## config.mk

```make
export PLATFORM = sky130hd
export DESIGN_NAME = r5p_lsu
export DESIGN_NICKNAME = d
export VERILOG_FILES = /design/src/rtl/r5p_lsu_pkg.sv /design/src/rtl/r5p_lsu_align.sv /design/src/rtl/r5p_lsu.sv
export SDC_FILE = /design/constraint.sdc
export NUM_CORES = 1
export LEC_CHECK = 0
export ABC_AREA = 1
export ABC_CLOCK_PERIOD_IN_PS = 4900
export CAP_MARGIN = 5
export CORE_ASPECT_RATIO = 1.1
export CORE_UTILIZATION = 35
export DETAILED_ROUTE_END_ITERATION = 10
export PLACE_DENSITY_LB_ADDON = 0.3
export SLEW_MARGIN = 20
export SYNTH_ARGS = -nofsm -noshare
export SYNTH_HDL_FRONTEND = slang
export SYNTH_SLANG_ARGS = --single-unit
```

## constraint.sdc

```tcl
create_clock -name clk -period 4.9 [get_ports clk]
set_clock_uncertainty 0.15 [all_clocks]
set_input_delay 0.98 -clock clk [delete_from_list [all_inputs] [get_ports clk]]
set_output_delay 0.98 -clock clk [all_outputs]
set_load 0.02 [all_outputs]
```

## src/rtl/r5p_lsu_pkg.sv

```systemverilog
// r5p_lsu_pkg: load/store size encoding and beat-0 byte-select helper.
// Shared by r5p_lsu and r5p_lsu_align.
package r5p_lsu_pkg;

  typedef enum logic [2:0] {
    SZ_B = 3'd0,
    SZ_H = 3'd1,
    SZ_W = 3'd2,
    SZ_D = 3'd3,
    SZ_Q = 3'd4
  } ls_sz_t;

  localparam int unsigned SEL_MAX = 64;

  // bytes [off, off+n) clipped to the bus word
  function automatic logic [SEL_MAX-1:0] opsel(
    input logic [2:0]  sz,
    input int unsigned off,
    input int unsigned dsw
  );
    int unsigned n;
    n = 32'd1 << sz;
    opsel = '0;
    for (int unsigned i = 0; i < SEL_MAX; i++)
      opsel[i] = (i >= off) && (i < off + n) && (i < dsw);
  endfunction

endpackage

```

## src/rtl/r5p_lsu_align.sv

```systemverilog
// r5p_lsu_align: combinational byte-lane steering for stores and
// beat concatenation, shift and sign/zero extension for loads.
module r5p_lsu_align
  import r5p_lsu_pkg::*;
#(
  parameter int XW  = 32,
  parameter int DDW = 32,
  parameter int DWW = 2
)(
  input  logic [DWW-1:0] wr_off,
  input  logic [XW-1:0]  wr_dat,
  output logic [DDW-1:0] wr_lo,
  output logic [DDW-1:0] wr_hi,
  input  logic [DWW-1:0] rd_off,
  input  logic [2:0]     rd_sz,
  input  logic           rd_sg,
  input  logic [DDW-1:0] rd_lo,
  input  logic [DDW-1:0] rd_hi,
  output logic [XW-1:0]  rd_dat
);

  logic [2*DDW-1:0] wr_sh;
  logic [XW-1:0]    rd_sh;
  int unsigned      nb;
  logic             sgn;

  assign wr_sh = {{(2*DDW-XW){1'b0}}, wr_dat} << {wr_off, 3'b000};
  assign wr_lo = wr_sh[DDW-1:0];
  assign wr_hi = wr_sh[2*DDW-1:DDW];

  assign rd_sh = XW'({rd_hi, rd_lo} >> {rd_off, 3'b000});

  always_comb begin
    nb  = 32'd1 << rd_sz;
    sgn = 1'b0;
    for (int unsigned i = 0; i < XW/8; i++)
      if (i + 1 == nb) sgn = rd_sh[8*i+7];
    for (int unsigned i = 0; i < XW/8; i++)
      rd_dat[8*i +: 8] = (i < nb) ? rd_sh[8*i +: 8]
                                  : {8{rd_sg & sgn}};
  end

endmodule

```

## src/rtl/r5p_lsu.sv

```systemverilog
// r5p_lsu: one-at-a-time load/store unit driving a req/ack data bus.
// Define R5P_LSU_MISALIGNED_EN to split word-crossing accesses into two beats.
module r5p_lsu
  import r5p_lsu_pkg::*;
#(
  parameter int XW  = 32,
  parameter int DAW = 32,
  parameter int DDW = 32,
  parameter int DSW = DDW/8
)(
  input  logic           clk,
  input  logic           rst,
  input  logic           ctl_vld,
  output logic           ctl_rdy,
  input  logic           ctl_wen,
  input  logic [2:0]     ctl_sz,
  input  logic           ctl_sg,
  input  logic [XW-1:0]  ctl_adr,
  input  logic [XW-1:0]  ctl_wdt,
  output logic           rsp_vld,
  output logic           rsp_err,
  output logic [XW-1:0]  rsp_rdt,
  output logic           ls_req,
  output logic           ls_wen,
  output logic [DAW-1:0] ls_adr,
  output logic [DSW-1:0] ls_sel,
  output logic [DDW-1:0] ls_wdt,
  input  logic [DDW-1:0] ls_rdt,
  input  logic           ls_ack
);

  localparam int DWW = $clog2(DSW);
  localparam int XBW = $clog2(XW/8);
  localparam logic [DAW-1:0] AMSK = ~DAW'(DSW - 1);

  typedef enum logic [1:0] {IDLE, B0, B1, RSP} state_t;

  state_t         state;
  logic           wen_q;
  logic           sg_q;
  logic           err_q;
  ls_sz_t         sz_q;
  logic [DWW-1:0] off_q;

  logic [DWW-1:0] off;
  int unsigned    n;
  logic           err;
  logic [DDW-1:0] wr_lo;
  logic [DDW-1:0] wr_hi;
  logic [DDW-1:0] rd_lo;
  logic [DDW-1:0] rd_hi;
  logic [XW-1:0]  rd_dat;

  assign ctl_rdy = (state == IDLE) & rst;
  assign off     = ctl_adr[DWW-1:0];

  always_comb begin
    n   = 32'd1 << ctl_sz;
    err = ctl_sz > 3'(XBW);
`ifndef R5P_LSU_MISALIGNED_EN
    if ((ctl_adr[3:0] & 4'(n - 1)) != 4'd0) err = 1'b1;
`endif
  end

`ifdef R5P_LSU_MISALIGNED_EN
  logic           split;
  logic [DSW-1:0] sel1;
  logic           split_q;
  logic           cap_q;
  logic [DDW-1:0] buf_q;
  logic [DSW-1:0] sel1_q;
  logic [DDW-1:0] wdt1_q;

  assign split = (32'(off) + n) > 32'(DSW);

  always_comb begin
    sel1 = '0;
    for (int unsigned i = 0; i < DSW; i++)
      sel1[i] = (i + 32'(DSW)) < (32'(off) + n);
  end

  // beat 0 was buffered; beat 1 is still on the bus
  assign rd_lo = split_q ? buf_q : ls_rdt;
  assign rd_hi = split_q ? ls_rdt : '0;
`else
  logic [DDW-1:0] unused_wr_hi;

  assign unused_wr_hi = wr_hi;
  assign rd_lo = ls_rdt;
  assign rd_hi = '0;
`endif

  r5p_lsu_align #(
    .XW  (XW),
    .DDW (DDW),
    .DWW (DWW)
  ) u_align (
    .wr_off (off),
    .wr_dat (ctl_wdt),
    .wr_lo  (wr_lo),
    .wr_hi  (wr_hi),
    .rd_off (off_q),
    .rd_sz  (sz_q),
    .rd_sg  (sg_q),
    .rd_lo  (rd_lo),
    .rd_hi  (rd_hi),
    .rd_dat (rd_dat)
  );

  assign rsp_vld = (state == RSP);
  assign rsp_err = rsp_vld & err_q;
  assign rsp_rdt = (rsp_vld & ~wen_q & ~err_q) ? rd_dat : '0;

  always_ff @(posedge clk or negedge rst) begin
    if (!rst) begin
      state   <= IDLE;
      wen_q   <= 1'b0;
      sg_q    <= 1'b0;
      err_q   <= 1'b0;
      sz_q    <= SZ_B;
      off_q   <= '0;
      ls_req  <= 1'b0;
      ls_wen  <= 1'b0;
      ls_adr  <= '0;
      ls_sel  <= '0;
      ls_wdt  <= '0;
`ifdef R5P_LSU_MISALIGNED_EN
      split_q <= 1'b0;
      cap_q   <= 1'b0;
      buf_q   <= '0;
      sel1_q  <= '0;
      wdt1_q  <= '0;
`endif
    end else begin
      unique case (state)
        IDLE: begin
          if (ctl_vld & ctl_rdy) begin
            wen_q <= ctl_wen;
            sg_q  <= ctl_sg;
            sz_q  <= ls_sz_t'(ctl_sz);
            off_q <= off;
            err_q <= err;
            if (err) begin
              state <= RSP;
            end else begin
              ls_req <= 1'b1;
              ls_wen <= ctl_wen;
              ls_adr <= DAW'(ctl_adr) & AMSK;
              ls_sel <= DSW'(opsel(ctl_sz, 32'(off), DSW));
              ls_wdt <= wr_lo;
              state  <= B0;
`ifdef R5P_LSU_MISALIGNED_EN
              split_q <= split;
              sel1_q  <= sel1;
              wdt1_q  <= wr_hi;
`endif
            end
          end
        end
        B0: begin
          if (ls_ack) begin
`ifdef R5P_LSU_MISALIGNED_EN
            if (split_q) begin
              ls_adr <= ls_adr + DAW'(DSW);
              ls_sel <= sel1_q;
              ls_wdt <= wdt1_q;
              cap_q  <= 1'b1;
              state  <= B1;
            end else begin
              ls_req <= 1'b0;
              state  <= RSP;
            end
`else
            ls_req <= 1'b0;
            state  <= RSP;
`endif
          end
        end
`ifdef R5P_LSU_MISALIGNED_EN
        B1: begin
          if (cap_q) begin
            buf_q <= ls_rdt;
            cap_q <= 1'b0;
          end
          if (ls_ack) begin
            ls_req <= 1'b0;
            state  <= RSP;
          end
        end
`endif
        RSP: state <= IDLE;
        default: state <= IDLE;
      endcase
    end
  end

endmodule

```

### After elaboration in Yosys (flattened, before gate mapping)

Index checks and enable logic that the tools add are counted.

* flip-flop bits (word level): 78
* input bits: 105
* output and inout port bits: 105
* word-level logic and storage cells: 76

* add/sub/neg operators: 2
* $lt $le $gt $ge: 12
* equal/unequal tests: 9
* shift-type cells: 4
* mux-type cells: 18
* bitwise operators: 10
* reductions and logical operators: 10

Operators with widths (count)
* $lt 1x32->1 const A: 4
* $lt 2x32->1 const A: 4
* $eq 2x32->1 const A: 2
* $shl 1x3->32 const A: 2
* $add 2x32->32: 1
* $eq 1x32->1 const A: 1
* $eq 3x32->1 const A: 1
* $mux 32: 1
* $mux 8: 4
* $shl 32x5->32: 1
* $shr 32x5->32: 1
* $mux 1: 8
* $and 1x1->1: 6
* $mux 2: 3
* $and 4x4->4: 1
* $ge 1x2->1 const A: 2
* $ne 2x2->1 const B: 2
* $pmux 2 s2: 1
* $reduce_and 2->1: 2
* $reduce_and 4->1: 1
* $reduce_bool 4->1: 1
* $sub 4x1->4 const B: 1
* $gt 3x2->1 const B: 1
* $logic_and 1x1->1: 3
* other kinds (9): 11

### Depth between registers and ports, before layout

* depth after elaboration: 9
* depth in mapped cells: 10
* gate-level depth less buffers: 10

### Modules after synthesis

A second synthesis with hierarchy kept.

* cells, all modules: 835
* area total of the unflattened synthesis: 5377.7 um^2

By module, submodules not included
* r5p_lsu: times used 1, cells an instance 433, area an instance 3464.6 um^2, sequential area each 1951.9 um^2
* r5p_lsu_align: times used 1, cells an instance 402, area an instance 1913.1 um^2, sequential area each 0.0 um^2

### Worst setup path before layout

Ideal clock, no wire load.

* path kind: input-to-output
* start point: in ls_rdt[31]
* end point: out rsp_rdt[11]
* data arrival time: 1.874 ns
* data required time: 3.770 ns
* path slack: 1.896 ns
* stages: 7
* path buffers: 1
* cells stage by stage: nand2_1 > nor2_1 > nor2_1 > nor2_1 > nand2_2 > buf_6 > a21oi_1

* cells in the longest elaborated chain, start to end: 8

RTL lines
* start: declaration: RTL line r5p_lsu.sv:28 `input logic [DDW-1:0] ls_rdt,`
* $shr 32x5->32 *: RTL line r5p_lsu_align.sv:31 `assign rd_sh = XW'({rd_hi, rd_lo} >> {rd_off, 3'b000});`
* $mux 1 (3 in series): RTL line r5p_lsu_align.sv:37 `if (i + 1 == nb) sgn = rd_sh[8*i+7];`
* $mux 1 *: RTL line r5p_lsu_align.sv:37
* $and 1x1->1 *: RTL line r5p_lsu_align.sv:40 `: {8{rd_sg & sgn}};`
* $mux 8 *: RTL line r5p_lsu_align.sv:39 `rd_dat[8*i +: 8] = (i < nb) ? rd_sh[8*i +: 8]`
* $mux 32 *: RTL line r5p_lsu.sv:112 `assign rsp_rdt = (rsp_vld & ~wen_q & ~err_q) ? rd_dat : '0;`
* end: declaration: RTL line r5p_lsu.sv:22 `output logic [XW-1:0] rsp_rdt,`

Mark *: on every way between the ends. The rest lies on a longest branch, timed or not.

### Final worst setup path

* start point: in ls_rdt[31]
* end point: out rsp_rdt[20]

Same word-level chain as after synthesis.

==> run summary <==
Gate Count Post-Synth: 654
hold crit path type: reg -> reg
most frequent cells in the layout: 301 x nand2_1, 205 x clkdlybuf4s50_1, 78 x dfrtp_1
initial core utilization: 0.359
YS warnings: 0
Max Clock Freq: 244 MHz
Post-DRT Antenna Nets: 0
vias in the first global route: 4619
Worst EP required: 3.77 ns
layout cells sized above 1: 0.0450
HPWL after detailed placement: 9980 µm
core area: 12600 µm²
max_cap viols: 0
Hold Path Origin: ls_wdt[26]
Seq cells post-synth: 78
CTS resizes: 0
Hold Violations, Final: 0
Die X: 111 µm
routed vias: 4942
first-pass GRT wire length: 22800 µm
DRT iter0 DRCs: 514
crit path DAT: 2.98 ns
worst r2r src: state[0]
std cell rows: 43
All-Layer GR Usage: 0.210
Seq/Total Area, Yosys: 0.430
# hold bufs at CTS: 0
1st-pass router iterations: 7
flop2flop setup slack: 2.57 ns
Net count, final: 948
worst hold stages: 2
setup repair after global routing missed its margin: no
Antenna Cells: 0
worst vdd ir: 0.298 mV
synthesized area: 4540 µm²
Routed WL: 14000 µm
root buf cell: clkbuf_16
Slew HR: 0.422
final worst-path cycle share: 0.838
overall die height: 121 µm
setup bufs post-CTS: 0
initial antenna violation count: 0
critical path startpoint category: input pin
H-Tree Depth: 3
Layout area overhead: 52.6%
setup_tns: 0 ns
CP Max Fanout: 24
Leak: 3.26 nW
Clk Latency, worst-skew pair: 0.33 ns
minimum clock period: 4.11 ns
fin. max-slew vios: 0
Setup CP Type: in -> out
dpl cells: 986
status: finished, final reports clean
clock transition at the registers of the reported paths: 0.06 ns
total gr overflow: 0
final non-filler cell total: 1002
CTS tree: done
GP Congestion: 0.883
die footprint: 13400 µm²
CTS Sinks: 78
CP Capture Type: output port
# setup viols final: 0
post-route DRC violation count: 0
pwr/cell area: 512 nW/µm²
transition time of the tightest slew-check pin: 0.867 ns
FF-to-FF path depth: 8
end of the worst hold path: ls_wdt[26]
syn_area_per_cell: 6.95 µm²
count of input and output buffers: 207
drt wl/cell: 13.9 µm
r2r endpoint: ls_wdt[7]
TritonCTS Buffers: 9
clk buf depth: 2
largest net degree at the start of global routing: 70
commonest non-fill, non-tap cell in the layout: nand2_1
Netlist cell types: 30
I/O Pins: 210
vias per inst: 4.93
-- registers in the layout, indices dropped and copies added, names as in the netlist --
signal / flops
err_q: 1
sz_q: 3
ls_req: 1
wen_q: 1
ls_wen: 1
sg_q: 1
ls_sel: 4
ls_wdt: 32
ls_adr: 30
off_q: 2
state: 2
-- synthesized netlist by cell type --
cell type    n  area (µm²)
nor2_2       2        12.5
nand3_1     33         165
a21oi_1     41         205
o21ai_2      1        8.76
clkbuf_1    22        82.6
o211ai_1    15         113
nor3_2       1        10.0
or2_1        1        6.26
fa_1         1        20.0
inv_2        2        7.51
nand4_1      1        6.26
dfrtp_1     78        1950
buf_1        1        3.75
o21ai_0     46         230
nor2_1      36         135
a31oi_1      7        43.8
nand2_2      2        12.5
clkinv_1     1        3.75
buf_4        3        22.5
and3_1       2        12.5
nand3_2      1        10.0
nand2_1    301        1130
buf_2       11        55.1
ha_1         2        25.0
buf_6        7        78.8
o21ai_1      1        5.00
and2_1       2        12.5
inv_1       24        90.1
conb_1       1        3.75
mux2i_1      8        80.1
-- kinds of logic after synthesis --
logic type               synth area share
AO/OA/AOI/OAI                       0.133
AND/OR/NAND/NOR                     0.333
multiplexers                       0.0176
buffers and inverters              0.0757
adder cells (fa/ha/maj)           0.00991
other                            0.000825
flip-flops                          0.430
-- stage by stage --
step	setup WS [ns]	area (µm²)	hold WS [ns]	power, W	util
after detailed placement	0.805	6650	0.315	0.00291	0.526
after floorplan	1.90	4550	0.312	0.00211	-
after CTS	0.806	6930	0.333	0.00358	0.548
final	0.793	6930	0.327	0.00355	0.548
after global routing	0.596	6930	0.354	0.00380	0.548
after global placement	0.886	6650	0.309	0.00290	0.526
-- metal layers --
layer | vias up | global-route usage | share of wire
met5 | - | 0 | 0
met4 | 0 | 0.0658 | 0.014
met3 | 16 | 0.0629 | 0.091
met2 | 239 | 0.352 | 0.47
met1 | 2218 | 0.259 | 0.42
li1 | 2469 | - | -
-- worst max-delay path, cell delays in order --
cell and delay (ns):
clkdlybuf4s50_1 0.48, nand2_1 0.07, nor2_1 0.14, nor2_1 0.05, nor2_1 0.12, nand2_2 0.26, a21oi_1 0.24, clkdlybuf4s50_1 0.63
-- cell type report --
type | count | area [µm²]
fillers | 1177 | 5710
multi-input cells | 506 | 2250
repair buffers | 218 | 2150
flip-flops and latches | 78 | 1950
clock buffers | 9 | 225
well taps | 157 | 196
inverters | 27 | 101
clock inverters | 7 | 61.3
-- where the power goes --
| group | internal (W) | leakage, nW | switching, W | total [W] |
|---|---|---|---|---|
| Combinational | 0.000779 | 2.12 | 0.00103 | 0.00181 |
| Clock | 0.000353 | 0.135 | 0.000291 | 0.000644 |
| Sequential | 0.000926 | 1.01 | 0.000172 | 0.00110 |
-- how the worst max path moves through the flow --
stage	from	depth (start not counted)	endpoint	slack, ns
6_report	ls_rdt[31]	8	rsp_rdt[20]	0.79
5_1_grt	ls_rdt[31]	8	rsp_rdt[24]	0.60
4_1_cts	ls_rdt[31]	8	rsp_rdt[20]	0.81
3_5_place_dp	ls_rdt[31]	8	rsp_rdt[20]	0.81
3_3_place_gp	ls_rdt[31]	8	rsp_rdt[27]	0.89
2_1_floorplan	ls_rdt[31]	7	rsp_rdt[11]	1.90
(Power assumes the default switching activity.)
